File: src/rtl/seg_pkg.sv
// Shared types and constants for the multiplexed seven-segment scanner.
// Glyphs are active-high, bit 0 = segment a through bit 6 = segment g.
package seg_pkg;

  typedef enum logic {
    StBlank = 1'b0,
    StDrive = 1'b1
  } scan_state_e;

  localparam logic [6:0] HEX_GLYPH [16] = '{
    7'h3F, 7'h06, 7'h5B, 7'h4F, 7'h66, 7'h6D, 7'h7D, 7'h07,
    7'h7F, 7'h6F, 7'h77, 7'h7C, 7'h39, 7'h5E, 7'h79, 7'h71
  };

endpackage

File: src/rtl/hex7seg_decode.sv
// Combinational hex-to-segment decode; output is active-high, bit 7 = dp.
module hex7seg_decode
  import seg_pkg::*;
(
  input  logic [3:0] i_nibble,
  input  logic       i_dp,
  input  logic       i_blank,
  output logic [7:0] o_seg
);

  assign o_seg = i_blank ? 8'h00 : {i_dp, HEX_GLYPH[i_nibble]};

endmodule

File: src/rtl/seg_mux_scanner.sv
// Four-digit multiplexed display scanner with per-slot anti-ghost blanking,
// frame-synchronous value loading and leading-zero suppression.
module seg_mux_scanner
  import seg_pkg::*;
#(
  parameter int unsigned DIGIT_CYCLES = 25000,
  parameter int unsigned BLANK_CYCLES = 1000,
  parameter bit          ACTIVE_LOW   = 1'b1
) (
  input  logic        clk,
  input  logic        rst_n,
  input  logic        load_valid,
  output logic        load_ready,
  input  logic [15:0] load_data,
  input  logic [3:0]  load_dp,
  input  logic        blank_lz,
  output logic [3:0]  io_sel,
  output logic [7:0]  io_seg,
  output logic        frame_tick
);

  localparam int unsigned     CNT_W      = $clog2(DIGIT_CYCLES);
  localparam logic [CNT_W-1:0] BLANK_LAST = CNT_W'(BLANK_CYCLES - 1);
  localparam logic [CNT_W-1:0] DRIVE_LAST = CNT_W'(DIGIT_CYCLES - BLANK_CYCLES - 1);
  localparam logic [3:0]      SEL_OFF    = {4{ACTIVE_LOW}};
  localparam logic [7:0]      SEG_OFF    = {8{ACTIVE_LOW}};

  scan_state_e      r_state;
  logic [1:0]       r_idx;
  logic [CNT_W-1:0] r_cnt;
  logic             r_wrap;
  logic             r_tick;
  logic [3:0]       r_sel;
  logic [7:0]       r_seg;
  logic [15:0]      r_act_data;
  logic [3:0]       r_act_dp;
  logic [15:0]      r_pend_data;
  logic [3:0]       r_pend_dp;
  logic             r_pend_full;

  logic             w_slot_end;
  logic             w_wrap;
  logic             w_lz_blank;
  logic [7:0]       w_seg_dec;
  logic [3:0]       w_sel_on;
  logic [7:0]       w_seg_on;
  logic             w_xfer;

  assign w_slot_end = (r_state == StBlank) ? (r_cnt == BLANK_LAST) : (r_cnt == DRIVE_LAST);
  assign w_wrap     = (r_state == StDrive) && w_slot_end && (r_idx == 2'd3);
  // A digit is suppressed only when it and every more significant nibble are zero.
  assign w_lz_blank = blank_lz && (r_idx != 2'd0) && ((r_act_data >> {r_idx, 2'b00}) == 16'h0);

  hex7seg_decode u_decode (
    .i_nibble (r_act_data[{r_idx, 2'b00} +: 4]),
    .i_dp     (r_act_dp[r_idx]),
    .i_blank  (w_lz_blank),
    .o_seg    (w_seg_dec)
  );

  assign w_sel_on = (r_state == StDrive) ? (4'b0001 << r_idx) : 4'h0;
  assign w_seg_on = (r_state == StDrive) ? w_seg_dec : 8'h00;

  always_ff @(posedge clk or negedge rst_n) begin
    if (!rst_n) begin
      r_state <= StBlank;
      r_idx   <= 2'd0;
      r_cnt   <= '0;
      r_wrap  <= 1'b0;
      r_tick  <= 1'b0;
      r_sel   <= SEL_OFF;
      r_seg   <= SEG_OFF;
    end else begin
      if (w_slot_end) begin
        r_cnt <= '0;
        if (r_state == StBlank) begin
          r_state <= StDrive;
        end else begin
          r_state <= StBlank;
          r_idx   <= r_idx + 2'd1;
        end
      end else begin
        r_cnt <= r_cnt + CNT_W'(1);
      end
      // Outputs lag the state that produces them by one cycle.
      r_wrap <= w_wrap;
      r_tick <= r_wrap;
      r_sel  <= w_sel_on ^ SEL_OFF;
      r_seg  <= w_seg_on ^ SEG_OFF;
    end
  end

  assign w_xfer = load_valid && load_ready;

  always_ff @(posedge clk or negedge rst_n) begin
    if (!rst_n) begin
      r_act_data  <= 16'h0;
      r_act_dp    <= 4'h0;
      r_pend_data <= 16'h0;
      r_pend_dp   <= 4'h0;
      r_pend_full <= 1'b0;
    end else if (r_tick && r_pend_full) begin
      r_act_data  <= r_pend_data;
      r_act_dp    <= r_pend_dp;
      r_pend_full <= 1'b0;
    end else if (w_xfer) begin
      r_pend_data <= load_data;
      r_pend_dp   <= load_dp;
      r_pend_full <= 1'b1;
    end
  end

  assign load_ready = ~r_pend_full;
  assign io_sel     = r_sel;
  assign io_seg     = r_seg;
  assign frame_tick = r_tick;

endmodule

File: config.mk
export PLATFORM = sky130hd
export DESIGN_NAME = seg_mux_scanner
export DESIGN_NICKNAME = d
export VERILOG_FILES = /design/src/rtl/seg_pkg.sv /design/src/rtl/hex7seg_decode.sv /design/src/rtl/seg_mux_scanner.sv
export SDC_FILE = /design/constraint.sdc
export NUM_CORES = 1
export LEC_CHECK = 0
export ABC_CLOCK_PERIOD_IN_PS = 2200
export CORE_MARGIN = 10
export CORE_UTILIZATION = 50
export DETAILED_ROUTE_END_ITERATION = 10
export HOLD_SLACK_MARGIN = 0.1
export MAX_ROUTING_LAYER = met4
export PLACE_DENSITY = 0.81
export SLEW_MARGIN = 20
export SYNTH_ARGS = -nofsm -noshare
export SYNTH_HDL_FRONTEND = slang
export SYNTH_SLANG_ARGS = --single-unit
File: constraint.sdc
create_clock -name clk -period 2.2 [get_ports clk]
set_input_delay 0.44 -clock clk [delete_from_list [all_inputs] [get_ports clk]]
set_output_delay 0.44 -clock clk [all_outputs]
set_load 0.01 [all_outputs]
### Word level (Yosys, flattened, before mapping)

Memory sizes are Yosys's and may differ from the RTL's.
Index checks and enable logic that the tools add are counted.

| cells by class | value |
|---|---|
| $add $sub $neg | 2 |
| multiply operators | 0 |
| divide/modulo/power cells | 0 |
| order comparisons | 2 |
| eq/ne operators | 3 |
| shift-type cells | 3 |
| multiplexer cells | 12 |
| bitwise operators | 5 |
| reductions and logical operators | 11 |

Operator list:

| cell | number |
|---|---|
| $logic_not 16->1 | 1 |
| $mux 8 | 2 |
| $shiftx 16x5->4 | 1 |
| $shr 16x4->16 | 1 |
| $add 15x1->15 const B | 1 |
| $eq 15x10->1 const B | 1 |
| $eq 15x15->1 const B | 1 |
| $mux 15 | 1 |
| $mux 7 | 2 |
| $not 8->8 | 1 |
| $logic_and 1x1->1 | 6 |
| $ge 5x5->1 const B | 1 |
| $mux 1 | 5 |
| $not 4->5 | 1 |
| $mux 4 | 1 |
| $not 4->4 | 1 |
| $reduce_and 2->1 | 2 |
| $reduce_bool 2->1 | 2 |
| $shl 1x2->4 const A | 1 |
| $lt 2x3->1 const B | 1 |
| $add 2x1->2 const B | 1 |
| $bmux 1 s2 | 1 |
| $eq 2x2->1 const B | 1 |
| $not 1->1 | 2 |

| word-level totals | value |
|---|---|
| bits in registers | 73 |
| latch bits | 0 |
| memory bits (writable) | 0 |
| bits in read-only memories | 112 |
| input port bits | 24 |
| output and inout port bits | 14 |
| logic and storage cells | 51 |
| memories | 1 |

Memory list:

| name | words | width | read ports | clocked after memory_dff | write ports | line | RTL |
|---|---|---|---|---|---|---|---|
| (no name shown) | 16 | 7 | 1 | 0 | 0 | hex7seg_decode.sv:11 | `assign o_seg = i_blank ? 8'h00 : {i_dp, HEX_GLYPH[i_nibble]};` |

### Logic depth before layout (Yosys ltp)

Gate-level depths: netlist of the first run.

| depth | value |
|---|---|
| word-level depth | 8 |
| depth in mapped cells | 8 |
| depth with buffers taken out | 7 |

### Hierarchy

From an unflattened synthesis of the first run, not the netlist that was laid out.

| second synthesis, totals | value |
|---|---|
| cells, all modules | 256 |
| area total of the unflattened synthesis | 3299.4 um^2 |

Modules (own cells, without submodules):

| module | instances | cells each | area each (um^2) | sequential area each (um^2) |
|---|---|---|---|---|
| seg_mux_scanner | 1 | 221 | 3025.4 | 1841.8 |
| hex7seg_decode | 1 | 35 | 274.0 | 0.0 |

### Worst setup path after synthesis of the first run

Ideal clock, no wire load.

| path | value |
|---|---|
| path kind | register to register |
| start point | register r_idx[0] |
| end point | register r_seg[1], in the netlist io_seg[1] |
| library setup time | 0.081 ns |
| data arrival time | 1.895 ns |
| data required time | 2.119 ns |
| path slack | 0.223 ns |
| cell stages (with the launch flop) | 8 |
| path buffers | 1 |
| clock period less this slack | 1.977 ns |
| cells stage by stage | dfrtp_1 > buf_6 > mux4_2 > inv_1 > ha_1 > o2111ai_1 > a22o_1 > o211ai_1 |

| on the way | value |
|---|---|
| longest elaborated chain between the ends | 8 |
| elaborated cells on any way between the ends | 13 |
| those cells by class | 2 x shift; 4 x mux; 2 x bitwise; 4 x reduce/logical; 1 x memory |

RTL lines:

| what | line | RTL |
|---|---|---|
| from (decl) | seg_mux_scanner.sv:29 | `logic [1:0] r_idx;` |
| from (signal assigned) | seg_mux_scanner.sv:80 | `r_idx <= r_idx + 2'd1;` |
| $shiftx 16x5->4 | seg_mux_scanner.sv:55 | `.i_nibble (r_act_data[{r_idx, 2'b00} +: 4]),` |
| $not 4->5 (not written as such) | hex7seg_decode.sv:11 |  |
| $mem_v2 16x7 | - |  |
| $mux 7 (not written as such) (2 in a row) | hex7seg_decode.sv:11 |  |
| $mux 8 (*) | hex7seg_decode.sv:11 |  |
| $mux 8 (*) | seg_mux_scanner.sv:62 | `assign w_seg_on = (r_state == StDrive) ? w_seg_dec : 8'h00;` |
| $not 8->8 (no source line) (*) | - |  |
| to (signal assigned) | seg_mux_scanner.sv:89 | `r_seg <= w_seg_on ^ SEG_OFF;` |
| to (decl) | seg_mux_scanner.sv:34 | `logic [7:0] r_seg;` |

Mark *: on every way between the ends. The rest lies on a longest branch, timed or not. The select of a mux whose other input is x is not followed.
A chain may end at the register's enable or synchronous reset.

### Final worst setup path of the first run

Ends and elaborated chain as after synthesis.

==> metrics, run 1 <==
Post-synth EDFFs=0; share of cells above drive strength 1=0.285; P_int=approximately 1800 uW; Setup-failing EPs final=0; status=finished clean; Startpoint Class=flop; final net count=333; Worst R2R Setup Slack=0.20 ns; fin crit share=0.911; IO Pins=38; R2R Path End=io_seg[1]; Hold Path Class=in -> async; Placement Rows=29; Clock Sinks=73; RSZ-0062 raised after global routing=false; largest net degree at the start of global routing=74; Clock power frac=0.374; Slew Limit Fails=0; Setup crit end kind=flop; synth unique cells=36; final cell utilization of the core=0.616; first-pass GRT wire length=10400 um; DRT iter0 DRCs=134; die height=just over 100 um; relative slew slack=0.690; Worst-path clk slew=0.07 ns; Hold Fails Final Rpt=0; sequential cell area=0.00184 mm^2; Worst EP required=2.46 ns; Die Footprint=about 0.010 mm^2; CTS root buffer=clkbuf_8; Sw Share=0.210; asr flop ratio synth=1.00; Worst EP arrival=roughly 2.3 ns; drt wl/cell=roughly 16 um; dominant synthesized flop cell=dfrtp_1; core area=0.00639 mm^2; fillers=500; DR DRC count=0; critical path class=reg -> reg; DP Area=roughly 0.0038 mm^2; final WL=about 6000 um; most common cell after layout, fill and taps aside=dfrtp_1; total track usage=0.131; Pleak=0.00173 uW; Max Freq=499 MHz; leading cell types in the layout, fill and taps excluded=dfrtp_1, mux2_2, clkdlybuf4s50_1; vias=2072; worst r2r path cells=6; antenna violations before repair=0; TritonCTS clock tree=yes; setup_tns=0 ns; H-tree lvl count=3; Setup WS pre-CTS=0.128 ns; GPL Wtd Cong=between 0.8 and 0.9; DPL Wire Length=4350 um; GRT Residual Overflow=0; area grow syn2layout=18.9%; Worst Tran Pin Value=roughly 0.46 ns; area of the multi-input gates=0.00137 mm^2; fin worst setup slack=0.196 ns; Die Width=101 um; maximum fanout along the worst path=8; total power=approximately 2300 uW; Clock Skews=slightly below 0.009 ns; Yosys warnings=0; First-pass DRT Iterations=4; Syn Inst Count=~250; Max clock buf depth=2; TritonCTS buffer count=9; antenna cells=0; total of max-cap violations=0; VDD IR max=0.495 mV; reg-to-reg critical path startpoint=r_idx[0]; IO buf count=37; Syn Area/Cell=around 13 um^2; initial core utilization=0.518; Post-DRT Antenna Nets=0; Tmin final=2.00 ns; worst-skew pair later-pin latency=0.34 ns; Logic pwr share=0.037; sequential area share after synthesis=0.557; vias per inst=around 5.5; P_sw=just under 500 uW; pwr dens=593 mW/mm^2; Final Cell Area=0.00394 mm^2; hold-fix buffer count after cts=0; FF+latch count, synth=73; vias in the first global route=2177; mapped cell area=0.00331 mm^2; Seq pwr share=0.588; Post-Syn Nets=approximately 290
## cells by family (layout without fill, tap and decap cells)
| family | count (synthesis) | count (layout) | synth area share |
|---|---|---|---|
| AOI/OAI and AO/OA | 14 | 14 | 0.0374 |
| xor gates and xnor gates | 15 | 15 | 0.0397 |
| and+or+nand+nor | 70 | 70 | 0.102 |
| DFF | 73 | 73 | 0.557 |
| muxes | 51 | 51 | 0.192 |
| adders and majority gates | 11 | 11 | 0.0416 |
| buffers and inverters | 20 | 68 | 0.0299 |
## sequential cells by signal, indices dropped and copies added (netlist names), 2 cells and up
name,cells
io_seg,8
r_cnt,15
r_idx,2
r_act_data,16
r_pend_data,16
io_sel,4
r_act_dp,4
r_pend_dp,4
## stage by stage
stage	hold WS [ns]	cells
4_1_cts	0.131	379
3_3_place_gp	0.335	364
6_report	0.124	379
2_1_floorplan	0.144	254
5_1_grt	0.144	379
3_5_place_dp	0.336	364
## cells in the mapped netlist (3+ instances only)
cell type	n	area, um^2
dfrtp_1	61	1530
mux2_2	42	473
nor2_1	18	67.6
nand2_1	17	63.8
dfstp_2	12	315
xnor2_1	12	105
ha_1	11	138
nand3_1	11	55.1
inv_1	9	33.8
nor4_1	7	43.8
clkbuf_1	5	18.8
mux4_2	5	113
nor2b_1	5	31.3
nor3_1	4	20.0
nand4_1	3	18.8
o211ai_1	3	22.5
xor2_1	3	26.3
## final cells by class
cell class,instances,area share
inverter,9,0.00859
clock buffer,12,0.0369
clock inverter,3,0.00445
multi-input combinational,161,0.348
tap,77,0.0245
sequential,73,0.468
timing repair buffer,44,0.109
## how the worst max path moves through the flow
stage                     startpoint   endpoint  slack [ns]  depth (start not counted)
after floorplan             r_idx[0]  io_seg[1]        0.22                          7
after global placement      r_idx[0]  io_seg[1]        0.23                          6
after detailed placement    r_idx[0]  io_seg[1]        0.13                          6
after CTS                   r_idx[0]  io_seg[1]        0.11                          6
after global routing        r_idx[0]  io_seg[1]        0.04                          6
final                       r_idx[0]  io_seg[1]        0.20                          6
## repair_timing
action                                  4_1_cts  5_1_grt
setup buffers                                 0        0
endpoints found under the setup margin        0        5
gates resized for setup                       0        2
endpoints found under the hold margin         0        0
## layer usage
| layer | track usage | part of all wire |
|---|---|---|
| met5 | - | 0 |
| met4 | 0.0557 | 0.015 |
| met3 | 0.0456 | 0.050 |
| met2 | 0.191 | 0.47 |
| met1 | 0.160 | 0.46 |
## worst max-delay path: stages (launching register included)
cell,delay [ns]
dfrtp_2,0.42
mux4_2,0.59
inv_1,0.15
ha_1,0.19
o2111ai_1,0.11
a22o_2,0.36
o211ai_1,0.11
## power groups by stage
stage	clock network, uW	logic [uW]	registers (uW)
after CTS	899	90.4	1370
after floorplan	0	17.4	1390
after global placement	0	87.3	1400
final	874	87.5	1370
after detailed placement	0	90.0	1400
after global routing	954	97.6	1370
Note: power is estimated with default switching activity, not from simulation.
==> run 2: changes to the inputs <==
--- a/config.mk
+++ b/config.mk
@@ -5,14 +5,13 @@
 export SDC_FILE = /design/constraint.sdc
 export NUM_CORES = 1
 export LEC_CHECK = 0
-export ABC_CLOCK_PERIOD_IN_PS = 2200
+export ABC_CLOCK_PERIOD_IN_PS = 1850
 export CORE_MARGIN = 10
 export CORE_UTILIZATION = 50
 export DETAILED_ROUTE_END_ITERATION = 10
 export HOLD_SLACK_MARGIN = 0.1
 export MAX_ROUTING_LAYER = met4
 export PLACE_DENSITY = 0.81
-export SLEW_MARGIN = 20
 export SYNTH_ARGS = -nofsm -noshare
 export SYNTH_HDL_FRONTEND = slang
 export SYNTH_SLANG_ARGS = --single-unit
==> constraint.sdc (replaced) <==
create_clock -name clk -period 1.85 [get_ports clk]
set_input_delay 0.37 -clock clk [delete_from_list [all_inputs] [get_ports clk]]
set_output_delay 0.37 -clock clk [all_outputs]
set_load 0.02 [all_outputs]
==> metrics, run 2 (synthesized netlist as in run 1, its figures left out) <==
Hold Path Class=reg -> reg; sequential cell area=0.00184 mm^2 (unchanged); TritonCTS clock tree=yes; Post-DRT Antenna Nets=0 (unchanged); RSZ-0062 raised after global routing=true; vias=2117 (+2.2%); area grow syn2layout=24.8%; worst path cell trace=mux4_2 -> inv_4 -> ha_4 -> o2111ai_4 -> a22o_4 -> o211ai_1; Tmin final=1.85 ns (-0.157 ns); Final Cell Area=0.00413 mm^2 (+5.0%); Worst-path clk slew=0.08 ns (about the same); DR DRC count=0 (unchanged); total track usage=0.132 (+0.00110); Worst EP arrival=2.10 ns (-0.17 ns); met2 Usage GRT=0.191 (unchanged); DRT iter0 DRCs=126 (-6.0%); critical path class=reg -> reg; GR Layer Usage met3=0.0313 (-0.0143); area of the multi-input gates=0.00141 mm^2 (+3.2%); Setup WS pre-CTS=-0.0246 ns (-0.153 ns); Pleak=0.00183 uW (+5.6%); GPL Wtd Cong=0.893 (+2.0%); pwr dens=683 mW/mm^2 (+15%); Clock Sinks=73 (unchanged); total power=2820 uW (+21%); Max clock buf depth=2 (unchanged); antenna cells=0 (unchanged); Die Footprint=0.0103 mm^2 (unchanged); VDD IR max=0.407 mV (-18%); Setup crit end kind=flop; leading cell types in the layout, fill and taps excluded=dfrtp_1, mux2_2, clkdlybuf4s50_1; Hold Fails Final Rpt=0 (unchanged); drt wl/cell=15.8 um (-0.72%); Max Freq=542 MHz (+8.5%); DP Area=0.00388 mm^2 (+3.1%); antenna violations before repair=0 (unchanged); First-pass DRT Iterations=4 (unchanged); total of max-cap violations=0 (unchanged); Setup-failing EPs final=0 (unchanged); final WL=6220 um (+2.9%); fillers=467 (-6.6%); fin worst setup slack=0.00335 ns (-0.193 ns); CTS root buffer=clkbuf_8; CP peak stage delay=0.59 ns (about the same); final cell utilization of the core=0.647 (+0.0306); IO buf count=37 (unchanged); DPL Wire Length=4690 um (+7.7%); relative slew slack=0.596 (-0.0939); GRT Residual Overflow=0 (unchanged); largest net degree at the start of global routing=30 (-59%); core area=0.00639 mm^2 (unchanged); biggest regs=r_act_data (16), r_pend_data (16), r_cnt (15); share of cells above drive strength 1=0.342 (+0.0570); most common cell after layout, fill and taps aside=dfrtp_1; Worst EP required=2.11 ns (-0.35 ns); maximum fanout along the worst path=8 (unchanged); H-tree lvl count=3 (unchanged); die height=101 um (unchanged); TritonCTS buffer count=9 (unchanged); final net count=346 (+3.9%); Die Width=101 um (unchanged); Critical path buffers and inverters=1 (unchanged); gr busiest metal=met2; Clock Skews=0.0113 ns (+0.00247 ns); M1 GR Usage=0.172 (+0.0112); Slew Limit Fails=0 (unchanged); initial core utilization=0.518 (unchanged); Startpoint Class=flop; Placement Rows=29 (unchanged); first-pass GRT wire length=10700 um (+2.4%); Top delay family on crit path=multiplexers; IO Pins=38 (unchanged); worst-skew pair later-pin latency=0.34 ns (about the same); Worst Tran Pin Value=0.600 ns (+0.139 ns); fin crit share=0.998 (+0.0872); Worst path slowest cell=mux4_2; status=finished clean; vias in the first global route=2210 (+1.5%); vias per inst=5.39 (-1.5%)
## run 2: through the flow
stage / hold WS [ns] / std cells / setup TNS, ns
2_1_floorplan: 0.0744 / 254 / -0.0989
3_3_place_gp: 0.341 / 374 / 0
5_1_grt: 0.358 / 393 / -0.431
6_report: 0.356 / 393 / 0
3_5_place_dp: 0.337 / 374 / -0.0464
4_1_cts: 0.355 / 393 / -0.00973
## run 2: worst paths after layout
path | from | end | slack, ns | cells past startpoint
setup / recovery | r_idx[0] | io_seg[1] | 0.003 | 6
hold / removal | r_wrap | frame_tick | 0.36 | 0
setup reg to reg | r_idx[0] | io_seg[1] | 0.003 | 6
hold reg to reg | r_wrap | frame_tick | 0.36 | 0
max in group asynchronous | rst_n | io_seg[4] | 0.70 | 3
min in group asynchronous | rst_n | r_pend_data[8] | 0.54 | 2
## run 2: worst reg2reg max path: stages (launching register included)
cell and delay, ns:
dfrtp_2 0.42, mux4_2 0.60, inv_4 0.11, ha_4 0.14, o2111ai_4 0.09, a22o_4 0.31, o211ai_1 0.10
## run 2: layout make-up
cell class	instances	share of cell area
Clock buffer	9	0.0300
Clock inverter	7	0.0112
Inverter	9	0.00939
Multi-Input combinational cell	161	0.342
Sequential cell	73	0.446
Tap cell	77	0.0233
Timing Repair Buffer	57	0.138
## run 2: repair_timing
item / 4_1_cts / 5_1_grt
pin swaps: 1 / 0
endpoints found under the setup margin: 8 / 22
buffers inserted: 2 / 0
gates resized for setup: 6 / 15
hold buffers: 1 / 0
hold endpoints to repair: 19 / 0
## run 2: metal layers
metal	up-vias	part of all wire
li1	1006	-
met1	1061	0.48
met2	43	0.46
met3	7	0.045
met4	0	0.0085
met5	-	0
## run 2: power breakdown
part           internal, uW  total, uW  switching [uW]
combinational          67.5        110            42.4
clock                   486       1080             594
sequential             1620       1630            12.5
==> run 3: changes to the inputs <==
==> constraint.sdc (replaced) <==
create_clock -name clk -period 1.85 [get_ports clk]
set_input_delay 0.37 -clock clk [delete_from_list [all_inputs] [get_ports clk]]
set_output_delay 0.37 -clock clk [all_outputs]
set_load 0.05 [all_outputs]
==> metrics, run 3 (synthesized netlist as in run 1, its figures left out) <==
failing checks=setup timing; DP Area=0.00383 mm^2 (-1.4%); core area=0.00639 mm^2 (unchanged); maximum fanout along the worst path=8 (unchanged); antenna cells=0 (unchanged); total track usage=0.131 (-0.000351); hold_sp=r_wrap; final net count=344 (-0.58%); Die Footprint=0.0103 mm^2 (unchanged); First-pass DRT Iterations=5 (+1); die height=101 um (unchanged); crit path to=io_seg[1]; Hold Fails Final Rpt=0 (unchanged); Hold Path Class=reg -> reg; largest net degree at the start of global routing=74 (+150%); TritonCTS clock tree=yes; initial core utilization=0.518 (unchanged); critical path class=reg -> reg; Post-DRT Antenna Nets=0 (unchanged); vias in the first global route=2170 (-1.8%); TritonCTS buffer count=9 (unchanged); Worst Tran Pin Value=0.388 ns (-0.213 ns); drt wl/cell=15.6 um (-1.2%); Pleak=0.00180 uW (-1.5%); relative slew slack=0.739 (+0.143); total of max-cap violations=0 (unchanged); area grow syn2layout=22.1%; Worst EP arrival=2.12 ns (+0.02 ns); Fin Hold WS=0.377 ns (+0.0214 ns); Worst-path clk slew=0.08 ns (about the same); Setup crit end kind=flop; IO Pins=38 (unchanged); fin crit share=1.00 (+0.00316); share of cells above drive strength 1=0.376 (+0.0340); Slew Limit Fails=0 (unchanged); biggest regs=r_act_data (16), r_pend_data (16), r_cnt (15); DPL Wire Length=4490 um (-4.2%); Worst R2R Setup Slack=-0.002 ns (about the same); fin worst setup slack=-0.00249 ns (-0.00584 ns); Max clock buf depth=2 (unchanged); CP Launch Point=r_idx[0]; status=finished with violations; GRT Residual Overflow=0 (unchanged); Placement Rows=29 (unchanged); vias=2104 (-0.61%); antenna violations before repair=0 (unchanged); leading cell types in the layout, fill and taps excluded=dfrtp_1, mux2_2, buf_4; Startpoint Class=flop; worst r2r path cells=6 (unchanged); H-tree lvl count=3 (unchanged); Tmin final=1.85 ns (+0.00584 ns); Die Width=101 um (unchanged); CTS root buffer=clkbuf_8; pwr dens=705 mW/mm^2 (+3.2%); Clock Skews=0.00839 ns (-0.00291 ns); Max Freq=540 MHz (-0.32%); Clock Sinks=73 (unchanged); first-pass GRT wire length=10400 um (-2.5%); VDD IR max=0.579 mV (+42%); Setup-failing EPs final=2 (+2); IO buf count=37 (unchanged); Final Cell Area=0.00404 mm^2 (-2.2%); DRT iter0 DRCs=96 (-24%); R2R Path End=io_seg[1]; vias per inst=5.38 (-0.11%); worst-skew pair later-pin latency=0.35 ns (about the same); GPL Wtd Cong=0.876 (-1.9%); final WL=6110 um (-1.8%); Worst EP required=2.12 ns (about the same); RSZ-0062 raised after global routing=true; reg-to-reg critical path startpoint=r_idx[0]; most common cell after layout, fill and taps aside=dfrtp_1; DR DRC count=0 (unchanged)
## run 3: cell count changes in the layout (fill, tap and decap cells not counted), sizes merged
cell | previous run | this run
clkbuf | 9 | 10
clkinv | 6 | 3
clkinvlp | 0 | 2
clkdlybuf4s50 | 24 | 22
buf | 20 | 32
dlygate4sd2 | 3 | 0
dlymetal6s2s | 9 | 0
## run 3: worst min path at each step
stage / to / slack (ns) / cells after the start
floorplan: frame_tick / 0.07 / 0
finish: frame_tick / 0.38 / 0
detailed placement: frame_tick / 0.34 / 0
CTS: frame_tick / 0.38 / 0
global route: frame_tick / 0.38 / 0
global placement: frame_tick / 0.34 / 0
## run 3: timing repair
action                     4_1_cts  5_1_grt
hold buffers                     1        0
setup endpoints to repair        6        8
resized for setup                1        4
setup buffers                    1        0
hold endpoints to repair        61        0
## run 3: critical path: stages, from the launching register on
cell	delay [ns]
dfrtp_2	0.42
mux4_2	0.60
inv_4	0.11
ha_4	0.13
o2111ai_2	0.09
a22o_4	0.31
o211ai_1	0.10
## run 3: routing by layer
metal	part of all wire	wire, um	up-vias	GRT usage
met5	0	0	-	-
met4	0.0098	60	0	0.0514
met3	0.051	312	6	0.0470
met2	0.46	2810	45	0.190
met1	0.48	2940	1044	0.164
li1	-	-	1009	-
## run 3: per-stage QoR
step | setup TNS [ns] | cells | util | total power [uW] | setup WS [ns]
after floorplan | -0.0989 | 254 | - | 1680 | -0.0266
after global placement | 0 | 373 | 0.600 | 1760 | 0.0295
after detailed placement | -0.0823 | 373 | 0.600 | 1770 | -0.0323
after CTS | -0.110 | 391 | 0.631 | 2890 | -0.0347
after global routing | -0.333 | 391 | 0.633 | 2970 | -0.0642
final | -0.00345 | 391 | 0.633 | 2850 | -0.00249
## run 3: power by group
group          internal, uW  switching (uW)  leakage [uW]  total (uW)
logic                  63.6            41.2      0.000774         105
clock network           524             588     0.0000887        1110
registers              1620            12.0      0.000936        1630
total                  2210             642       0.00180        2850
## run 3: area by class of cell
cell class / instances / area, um^2
inverter: 9 / 38.8
sequential: 73 / 1840
clock inverter: 6 / 42.5
clock buffer: 10 / 138
fill: 523 / 2350
tap: 77 / 96.3
timing repair buffer: 55 / 484
multi-input combinational: 161 / 1400
